===== src/rtl/trena_rx_comandos_if.sv =====
// -----------------------------------------------------------------------------
// trena_rx_comandos_if
// Groups the serial input line and the decoded receiver outputs of the trena
// command receiver.
//   RxD            serial line, idles high
//   dado_recebido  last received 7-bit character
//   pronto_rx      one-cycle pulse per completed character
//   erro_paridade  parity error on last character (held)
//   erro_frame     stop-bit error on last character (held)
//   mensurar       one-cycle pulse on a valid 'm'/'M'
//   parar          one-cycle pulse on a valid 'p'/'P'
//   db_estado      current receiver FSM state code
// Modports: master = host/line side (drives RxD), slave = receiver.
// -----------------------------------------------------------------------------
interface trena_rx_comandos_if;
    logic       RxD;
    logic [6:0] dado_recebido;
    logic       pronto_rx;
    logic       erro_paridade;
    logic       erro_frame;
    logic       mensurar;
    logic       parar;
    logic [2:0] db_estado;

    modport master (
        output RxD,
        input  dado_recebido,
        input  pronto_rx,
        input  erro_paridade,
        input  erro_frame,
        input  mensurar,
        input  parar,
        input  db_estado
    );

    modport slave (
        input  RxD,
        output dado_recebido,
        output pronto_rx,
        output erro_paridade,
        output erro_frame,
        output mensurar,
        output parar,
        output db_estado
    );
endinterface


===== src/rtl/trena_rx_comandos.sv =====
// -----------------------------------------------------------------------------
// trena_rx_comandos
// Serial 7E2 command receiver: deserializes 7 data bits (LSB first), one even
// parity bit and two stop bits, flags parity/framing errors and decodes
// 'm'/'M' into a mensurar pulse and 'p'/'P' into a parar pulse.
//
// Ports:
//   clock    system clock, rising edge
//   reset_n  asynchronous active-low reset
//   bus      trena_rx_comandos_if.slave (RxD in; decoded outputs out)
//
// Parameter:
//   CLKS_PER_BIT  clock cycles per serial bit (even, >= 4)
//
// Optional feature macro: TRENA_RX_SYNC_EN
//   defined     -> RxD passes a 2-flop synchronizer (reset to 1) first
//   not defined -> RxD is used directly
// -----------------------------------------------------------------------------
module trena_rx_comandos #(
    parameter int unsigned CLKS_PER_BIT = 434
) (
    input  logic               clock,
    input  logic               reset_n,
    trena_rx_comandos_if.slave bus
);

    localparam int unsigned HalfBit = CLKS_PER_BIT / 2;
    localparam int unsigned CntW    = $clog2(CLKS_PER_BIT);

    localparam logic [CntW-1:0] HalfM1 = CntW'(HalfBit - 1);
    localparam logic [CntW-1:0] BitM1  = CntW'(CLKS_PER_BIT - 1);

    localparam logic [6:0] ChM = 7'h4D;
    localparam logic [6:0] Chm = 7'h6D;
    localparam logic [6:0] ChP = 7'h50;
    localparam logic [6:0] Chp = 7'h70;

    typedef enum logic [2:0] {
        StInicial = 3'd0,
        StStart   = 3'd1,
        StRecebe  = 3'd2,
        StStop    = 3'd3,
        StFinal   = 3'd4
    } estado_e;

    estado_e estado_q, estado_d;

    // -------------------------------------------------------------------------
    // Line conditioning
    // -------------------------------------------------------------------------
    logic linha;
    logic linha_ok;

`ifdef TRENA_RX_SYNC_EN
    logic [1:0] sync_q;
    logic [1:0] sync_vld_q;

    // sync_vld_q marks when sync_q[1] carries a real line sample rather than
    // its reset value, so a line held low through reset is not seen as a fall.
    always_ff @(posedge clock or negedge reset_n) begin
        if (!reset_n) begin
            sync_q     <= 2'b11;
            sync_vld_q <= 2'b00;
        end else begin
            sync_q     <= {sync_q[0], bus.RxD};
            sync_vld_q <= {sync_vld_q[0], 1'b1};
        end
    end

    assign linha    = sync_q[1];
    assign linha_ok = sync_vld_q[1];
`else
    assign linha    = bus.RxD;
    assign linha_ok = 1'b1;
`endif

    // Previous line level; resets low so the line must be seen high before a
    // falling edge can be detected.
    logic linha_ant_q;
    logic queda;

    always_ff @(posedge clock or negedge reset_n) begin
        if (!reset_n) begin
            linha_ant_q <= 1'b0;
        end else begin
            linha_ant_q <= linha & linha_ok;
        end
    end

    assign queda = linha_ant_q & ~linha & linha_ok;

    // -------------------------------------------------------------------------
    // Bit timing
    // -------------------------------------------------------------------------
    logic [CntW-1:0] cnt_q;
    logic [2:0]      bit_q;
    logic            amostra;
    logic            ultimo_dado;
    logic            ultimo_stop;

    // In start the sample point is mid-start; afterwards one full bit apart.
    always_comb begin
        amostra = 1'b0;
        unique case (estado_q)
            StStart:         amostra = (cnt_q == HalfM1);
            StRecebe, StStop: amostra = (cnt_q == BitM1);
            default:         amostra = 1'b0;
        endcase
    end

    assign ultimo_dado = (estado_q == StRecebe) && amostra && (bit_q == 3'd7);
    assign ultimo_stop = (estado_q == StStop) && amostra && (bit_q == 3'd1);

    // -------------------------------------------------------------------------
    // FSM: state register
    // -------------------------------------------------------------------------
    always_ff @(posedge clock or negedge reset_n) begin
        if (!reset_n) begin
            estado_q <= StInicial;
        end else begin
            estado_q <= estado_d;
        end
    end

    // -------------------------------------------------------------------------
    // FSM: next state
    // -------------------------------------------------------------------------
    always_comb begin
        estado_d = estado_q;
        unique case (estado_q)
            StInicial: if (queda) estado_d = StStart;
            StStart: begin
                // High at mid-start means a glitch, not a start bit.
                if (amostra) estado_d = linha ? StInicial : StRecebe;
            end
            StRecebe:  if (ultimo_dado) estado_d = StStop;
            StStop:    if (ultimo_stop) estado_d = StFinal;
            StFinal:   estado_d = StInicial;
            default:   estado_d = StInicial;
        endcase
    end

    // -------------------------------------------------------------------------
    // Datapath: counters, shift register, error accumulation, commit
    // -------------------------------------------------------------------------
    logic [6:0] desloc_q;
    logic       paridade_q;
    logic       stop_err_q;
    logic [6:0] dado_q;
    logic       erro_par_q;
    logic       erro_frame_q;

    always_ff @(posedge clock or negedge reset_n) begin
        if (!reset_n) begin
            cnt_q        <= '0;
            bit_q        <= '0;
            desloc_q     <= '0;
            paridade_q   <= 1'b0;
            stop_err_q   <= 1'b0;
            dado_q       <= '0;
            erro_par_q   <= 1'b0;
            erro_frame_q <= 1'b0;
        end else begin
            // Bit-period counter restarts at every sample point.
            if (estado_q == StInicial || amostra) begin
                cnt_q <= '0;
            end else begin
                cnt_q <= cnt_q + 1'b1;
            end

            // Bit index: 0..7 in recebe (7 data + parity), 0..1 in stop.
            if ((estado_q == StRecebe || estado_q == StStop) && amostra) begin
                bit_q <= (ultimo_dado || ultimo_stop) ? 3'd0 : bit_q + 3'd1;
            end else if (estado_q != StRecebe && estado_q != StStop) begin
                bit_q <= 3'd0;
            end

            if (estado_q == StStart) begin
                paridade_q <= 1'b0;
                stop_err_q <= 1'b0;
            end

            if (estado_q == StRecebe && amostra) begin
                paridade_q <= paridade_q ^ linha;
                if (bit_q != 3'd7) begin
                    desloc_q <= {linha, desloc_q[6:1]};
                end
            end

            if (estado_q == StStop && amostra) begin
                stop_err_q <= stop_err_q | ~linha;
            end

            // A detected start clears the held error flags.
            if (estado_q == StInicial && queda) begin
                erro_par_q   <= 1'b0;
                erro_frame_q <= 1'b0;
            end

            // Commit on the second stop sample so everything is visible in final.
            if (ultimo_stop) begin
                dado_q       <= desloc_q;
                erro_par_q   <= paridade_q;
                erro_frame_q <= stop_err_q | ~linha;
            end
        end
    end

    // -------------------------------------------------------------------------
    // FSM: outputs
    // -------------------------------------------------------------------------
    logic valido;

    always_comb begin
        valido            = (estado_q == StFinal) && !erro_par_q && !erro_frame_q;
        bus.dado_recebido = dado_q;
        bus.erro_paridade = erro_par_q;
        bus.erro_frame    = erro_frame_q;
        bus.pronto_rx     = (estado_q == StFinal);
        bus.mensurar      = valido && (dado_q == Chm || dado_q == ChM);
        bus.parar         = valido && (dado_q == Chp || dado_q == ChP);
        bus.db_estado     = estado_q;
    end

endmodule

===== src/flat_wrapper.sv =====
// flat-port wrapper written by rule: the top's interface ports become plain ports
module trena_rx_comandos_flat 
#(
    parameter int unsigned CLKS_PER_BIT = 434
)
  (clock, reset_n, bus_RxD, bus_dado_recebido, bus_pronto_rx, bus_erro_paridade, bus_erro_frame, bus_mensurar, bus_parar, bus_db_estado);
  trena_rx_comandos_if bus_i ();
  input  logic clock;
  input  logic reset_n;
  input wire logic [$bits(bus_i.RxD)-1:0] bus_RxD;
  output wire logic [$bits(bus_i.dado_recebido)-1:0] bus_dado_recebido;
  output wire logic [$bits(bus_i.pronto_rx)-1:0] bus_pronto_rx;
  output wire logic [$bits(bus_i.erro_paridade)-1:0] bus_erro_paridade;
  output wire logic [$bits(bus_i.erro_frame)-1:0] bus_erro_frame;
  output wire logic [$bits(bus_i.mensurar)-1:0] bus_mensurar;
  output wire logic [$bits(bus_i.parar)-1:0] bus_parar;
  output wire logic [$bits(bus_i.db_estado)-1:0] bus_db_estado;
  assign bus_i.RxD = bus_RxD;
  assign bus_dado_recebido = bus_i.dado_recebido;
  assign bus_pronto_rx = bus_i.pronto_rx;
  assign bus_erro_paridade = bus_i.erro_paridade;
  assign bus_erro_frame = bus_i.erro_frame;
  assign bus_mensurar = bus_i.mensurar;
  assign bus_parar = bus_i.parar;
  assign bus_db_estado = bus_i.db_estado;
  trena_rx_comandos #(.CLKS_PER_BIT(CLKS_PER_BIT)) u_core (.clock(clock), .reset_n(reset_n), .bus(bus_i));
endmodule

===== config.mk =====
export PLATFORM = sky130hd
export DESIGN_NAME = trena_rx_comandos_flat
export DESIGN_NICKNAME = d
export VERILOG_FILES = /design/src/rtl/trena_rx_comandos_if.sv /design/src/rtl/trena_rx_comandos.sv /design/src/flat_wrapper.sv
export SDC_FILE = /design/constraint.sdc
export NUM_CORES = 1
export LEC_CHECK = 0
export ABC_AREA = 1
export ABC_CLOCK_PERIOD_IN_PS = 1900
export CAP_MARGIN = 20
export CORE_ASPECT_RATIO = 0.75
export CORE_MARGIN = 3
export CORE_UTILIZATION = 55
export CTS_CLUSTER_DIAMETER = 50
export DETAILED_ROUTE_END_ITERATION = 12
export HOLD_SLACK_MARGIN = 0.03
export MAX_ROUTING_LAYER = met4
export PLACE_DENSITY_LB_ADDON = 0.08
export SETUP_SLACK_MARGIN = 0.5
export SLEW_MARGIN = 0
export SYNTH_ARGS = -nofsm -noshare
export SYNTH_HDL_FRONTEND = slang
export SYNTH_SLANG_ARGS = --single-unit

===== constraint.sdc =====
create_clock -name clock -period 1.9 [get_ports clock]
set_clock_uncertainty 0.1 [all_clocks]
set_input_delay 0.19 -clock clock [delete_from_list [all_inputs] [get_ports clock]]
set_output_delay 0.19 -clock clock [all_outputs]
set_load 0.02 [all_outputs]

[After elaboration in Yosys (flattened, before gate mapping)]
Index checks and enable logic that the tools add are counted.
W data, S select, Z words.
Cells by class
  add/sub/neg operators: 2
  multiply operators: 0
  divide/modulo/power cells: 0
  $lt $le $gt $ge: 0
  eq/ne operators: 19
  shifts and indexed selects: 0
  muxes and demuxes: 17
  bitwise gates (word level): 4
  reduce and logical (&&, ||, !) cells: 26
Operator list (number)
  $eq A7 B7 Y1 const B: 4
  $mux W3: 7
  $pmux W3 S4: 1
  $logic_and A1 B1 Y1: 11
  $add A9 B1 Y9 const B: 1
  $eq A9 B8 Y1 const B: 1
  $eq A9 B9 Y1 const B: 1
  $mux W9: 1
  $ne A2 B1 Y1 const B: 4
  $reduce_bool A2 Y1: 4
  $eq A3 B1 Y1 const B: 2
  $eq A3 B2 Y1 const B: 2
  $eq A3 B3 Y1 const B: 2
  $mux W1: 6
  $ne A3 B2 Y1 const B: 2
  $logic_or A1 B1 Y1: 5
  $reduce_and A4 Y1: 1
  $add A3 B1 Y3 const B: 1
  $logic_not A3 Y1: 1
  $ne A3 B3 Y1 const B: 1
  $logic_not A1 Y1: 2
  $mux W2: 1
  $pmux W1 S2: 1
  $reduce_and A2 Y1: 1
  5 further kinds: 5
Word-level totals
  register bits: 34
  bits in latches: 0
  RAM bits: 0
  ROM bits: 0
  output and inout bits: 15
  word-level logic and storage cells: 78
  memories kept: 0

[Depth between registers and ports, before layout]
  depth in word-level cells: 8
  mapped depth: 11
  mapped depth without buffers: 11

[Worst setup path before layout]
OpenSTA, ideal clock, no wires.
  kind: register to output
  from: register u_core.estado_q[1], in the netlist u_core.bus.db_estado[1]
  to: output port bus_mensurar
  arrival time: 1.907 ns
  required time: 1.610 ns
  setup slack: -0.297 ns
  stages on the path, launching flop included: 6
  buffers on the path: 0
  cell sequence: dfrtp_1 -> nor2_1 -> inv_1 -> nor2_1 -> nand2_1 -> nor4_1
Between the ends
  cells in the longest elaborated chain, start to end: 4
RTL lines
  start: declaration: RTL line trena_rx_comandos.sv:46  | estado_e estado_q, estado_d;
  start signal: assignment: RTL line trena_rx_comandos.sv:119  | estado_q <= StInicial;
  start signal: assignment: RTL line trena_rx_comandos.sv:121  | estado_q <= estado_d;
  $eq A3 B3 Y1
  net bus_pronto_rx: RTL line flat_wrapper.sv:12  | output wire logic [$bits(bus_i.pronto_rx)-1:0] bus_pronto_rx;
  $logic_and A1 B1 Y1 (2 in a row): RTL line trena_rx_comandos.sv:215  | valido = (estado_q == StFinal) && !erro_par_q && !erro_frame_q;
  $logic_and A1 B1 Y1: RTL line trena_rx_comandos.sv:220  | bus.mensurar = valido && (dado_q == Chm || dado_q == ChM);
  end: declaration: RTL line flat_wrapper.sv:15  | output wire logic [$bits(bus_i.mensurar)-1:0] bus_mensurar;
The timed path passes the listed nets, and every way through them passes these cells.

[Worst setup path in the final report]
  from: register u_core.cnt_q[6]
  to: register u_core.estado_q[0], in the netlist u_core.bus.db_estado[0]
Between the ends
  cells in the longest elaborated chain, start to end: 6
RTL lines
  start: declaration: RTL line trena_rx_comandos.sv:95  | logic [CntW-1:0] cnt_q;
  start signal: assignment: RTL line trena_rx_comandos.sv:168  | cnt_q <= cnt_q + 1'b1;
  $eq A9 B9 Y1 / $eq A9 B8 Y1 (equally long branches): RTL line trena_rx_comandos.sv:106, trena_rx_comandos.sv:105
  $pmux W1 S2 (*): RTL line trena_rx_comandos.sv:104  | unique case (estado_q)
  $logic_and A1 B1 Y1, on equally long branches (2 in a row): RTL line trena_rx_comandos.sv:111, trena_rx_comandos.sv:112
  $ne A2 B1 Y1 (no source line)
  $reduce_and A4 Y1 (no source line) (*)
Mark *: on every way between the ends. The rest lies on a longest branch, timed or not.
A chain may end at the register's enable or synchronous reset.

==> results.cfg <==
[outcome]
status = complete, but fails checks
violations = setup timing

[global_route]
grt_max_degree = 35
grt_usage_pct = 25.6
gr-total-overflow = 0
grt_pass1_wl_um = 7090
antenna_found_initial = 0
grt_pass1_vias = 1491

[routing]
first_iter_violations = 226
avgViaCountPerCell = 6.45
wl_per_cell_um = 23.4
dr.pass1.iters = 5
via_count = 1904
detail-route-antenna-nets = 0
drc_errors = 0
finalWirelength_um = 6900

[critical_path]
cp_top_family = simple AND/OR/NAND/NOR gates
crit_chain = inv_1 > nand2_1 > nor2_1 > nand2_2 > nand2_4 > buf_4 > nand3_4 > a21oi_4 > nand3_1 > nand2_1 > nand2_1
path_class = flip-flop to flip-flop
crit_path_start_kind = flip-flop
slowest_stage = dfrtp_1
cp_max_fo = 6
worstPathRequired_ns = 1.98
crit_path_end_kind = flip-flop
path_common_cell = nand2_1
cp_num_buf_inv = 2
cpPeakStageDelay_ns = 0.44
worstPathArrival_ns = 2.09

[job]
max-cap-violations = 0

[timing]
period_minus_slack_ns = 2.01
hold_viol_final = 0
max-slew-margin-rel_pct = 69.8
fmax_mhz = 496
min_period_over_period_pct = 106
fin_ws_ns = -0.115
rsz0062_at_grt = yes
final-setup-viol-count = 18
finalMaxSlewViolations = 0
tightestPinTransition_ns = 0.453

[finish]
num-nets-final = 265
syn2layout_area_growth_pct = 54.7
final_cell_count_no_fill = 295
final_util_pct = 95.4
diodes = 0
fill_cells = 67
layout-drive-gt1-share_pct = 47.5

[floorplanning]
chipWidth_um = 70.7
die_y_um = 54.6
std_cell_rows = 16
io_pins = 18
die-area_sq_um = 3860
core_sq_um = 2800
initial_core_util_pct = 61.7

[yosys]
synth_area_leader_cell = dfrtp_1
synth_most_common_cell = nand2_1
synth-seq-cells = 34
synth_cell_types = 26
synth_fp_nets = 207
yosysTopAreaCellShare_pct = 49.2
ys_seq_area_share_pct = 49.2
synth_edf_count = 0
synth_common_cells = nand2_1, dfrtp_1, inv_1
synth_area_leaders = dfrtp_1, nand2_1, o21ai_2, inv_1, nor2_1
async_flop_share_pct = 100
synth-warning-count = 0
syn_inst = 200
synth_area_per_cell_sq_um = 8.65
ys.flop_type = dfrtp_1
synth_area_sq_um = 1730

[placed_design]
port_buffers = 17
hpwl_um = 2830
place_congestion = 0.961
dp.cells = 264

[clocking]
numCtsBuffers = 5
clockBufferDepth = 2
clk_pin_slew_worst_paths_ns = 0.07
cts_tree = built
cts_root_buffer = clkbuf_8
worstSkewPairLatency_ns = 0.30
cts.sinks = 34
holdBufCountCts = 0
h-tree-depth = 2

[power_and_ir_drop]
power_density_nw_per_um2 = 852
leakagePower_uw = 0.00123
vdd_drop_max_uv = 813
finalPower_uw = 2280

[worst_hold_path]
hp-class = input pin to asynchronous set/reset pin
-- registers in the layout, indices dropped and copies added (netlist names) --
register / count
u_core.desloc_q: 7
u_core.bus.dado_recebido: 7
u_core.bus.erro_paridade: 1
u_core.paridade_q: 1
u_core.linha_ant_q: 1
u_core.bit_q: 3
u_core.stop_err_q: 1
u_core.bus.db_estado: 3
u_core.bus.erro_frame: 1
u_core.cnt_q: 9
-- area by class of cell --
| type | instances | area (sq um) | area share [%] |
|---|---|---|---|
| flip-flops and latches | 34 | 856 | 32.0 |
| repair buffers | 53 | 507 | 18.9 |
| inverters | 31 | 134 | 5.00 |
| clock buffers | 8 | 90.1 | 3.37 |
| multi-input cells | 133 | 1040 | 39.0 |
| well taps | 36 | 45.0 | 1.68 |
-- metrics by stage --
step | hold WS [ns] | setup TNS [ns] | cell area, sq um | setup slack (ns)
after floorplan | -0.206 | 0 | 1810 | 0.193
after global placement | 0.363 | -0.0399 | 2130 | -0.0399
after detailed placement | 0.374 | -0.206 | 2130 | -0.104
after CTS | 0.216 | 0 | 2330 | 0.0623
after global routing | 0.234 | -2.02 | 2680 | -0.153
final | 0.205 | -0.787 | 2680 | -0.115
-- timing repair --
| item | in CTS | in global routing |
|---|---|---|
| pin swaps | 5 | 11 |
| buffers inserted | 4 | 17 |
| resized for setup | 64 | 53 |
| endpoints found under the hold margin | 0 | 0 |
| setup endpoints to repair | 48 | 40 |
| gates cloned | 1 | 1 |
-- metal layers --
layer / share of wire [%] / up-vias / GRT usage (%)
met5: 0 / - / -
met4: 6.8 / 0 / 8.75
met3: 9.4 / 64 / 7.34
met2: 47 / 174 / 41.5
met1: 36 / 908 / 31.4
li1: - / 758 / -
-- worst paths after layout --
| path | cells past startpoint | slack (ns) | start | end |
|---|---|---|---|---|
| setup reg to reg | 11 | -0.11 | u_core.cnt_q[6] | u_core.bus.db_estado[0] |
| setup / recovery | 11 | -0.11 | u_core.cnt_q[6] | u_core.bus.db_estado[0] |
| hold reg to reg | 2 | 0.41 | u_core.bus.dado_recebido[5] | u_core.bus.dado_recebido[5] |
| hold / removal | 2 | 0.20 | reset_n | u_core.cnt_q[6] |
| max in group asynchronous | 2 | 1.15 | reset_n | u_core.bus.db_estado[2] |
| min in group clock | 1 | 0.33 | bus_RxD | u_core.linha_ant_q |
-- power breakdown --
part	total [uW]	internal [uW]	switching, uW
Combinational	886	360	526
Clock	579	296	283
Sequential	815	771	44.0
Total	2280	1430	853
-- placed cells by master, fill, tap and decap left out, types with 4 or more instances in the layout --
master and count:
clkbuf_8 6, o21ai_2 13, dlygate4sd2_1 6, nor2_1 17
nand3_1 7, nand4_1 4, nor2_4 6, nand2_4 13
ha_1 4, inv_1 25, dfrtp_1 30, nand2_1 23
buf_6 11, buf_4 25, nand2_2 10, dfrtp_2 4
-- cells by family after synthesis --
| family | count (synthesis) | share of synthesized area, % |
|---|---|---|
| flip-flops | 34 | 49.2 |
| XOR/XNOR | 3 | 1.52 |
| adder cells (fa/ha/maj) | 4 | 2.89 |
| AND/OR/NAND/NOR | 98 | 26.6 |
| AO/OA/AOI/OAI | 28 | 11.7 |
| buffers and inverters | 33 | 8.03 |
(Power assumes the default switching activity.)
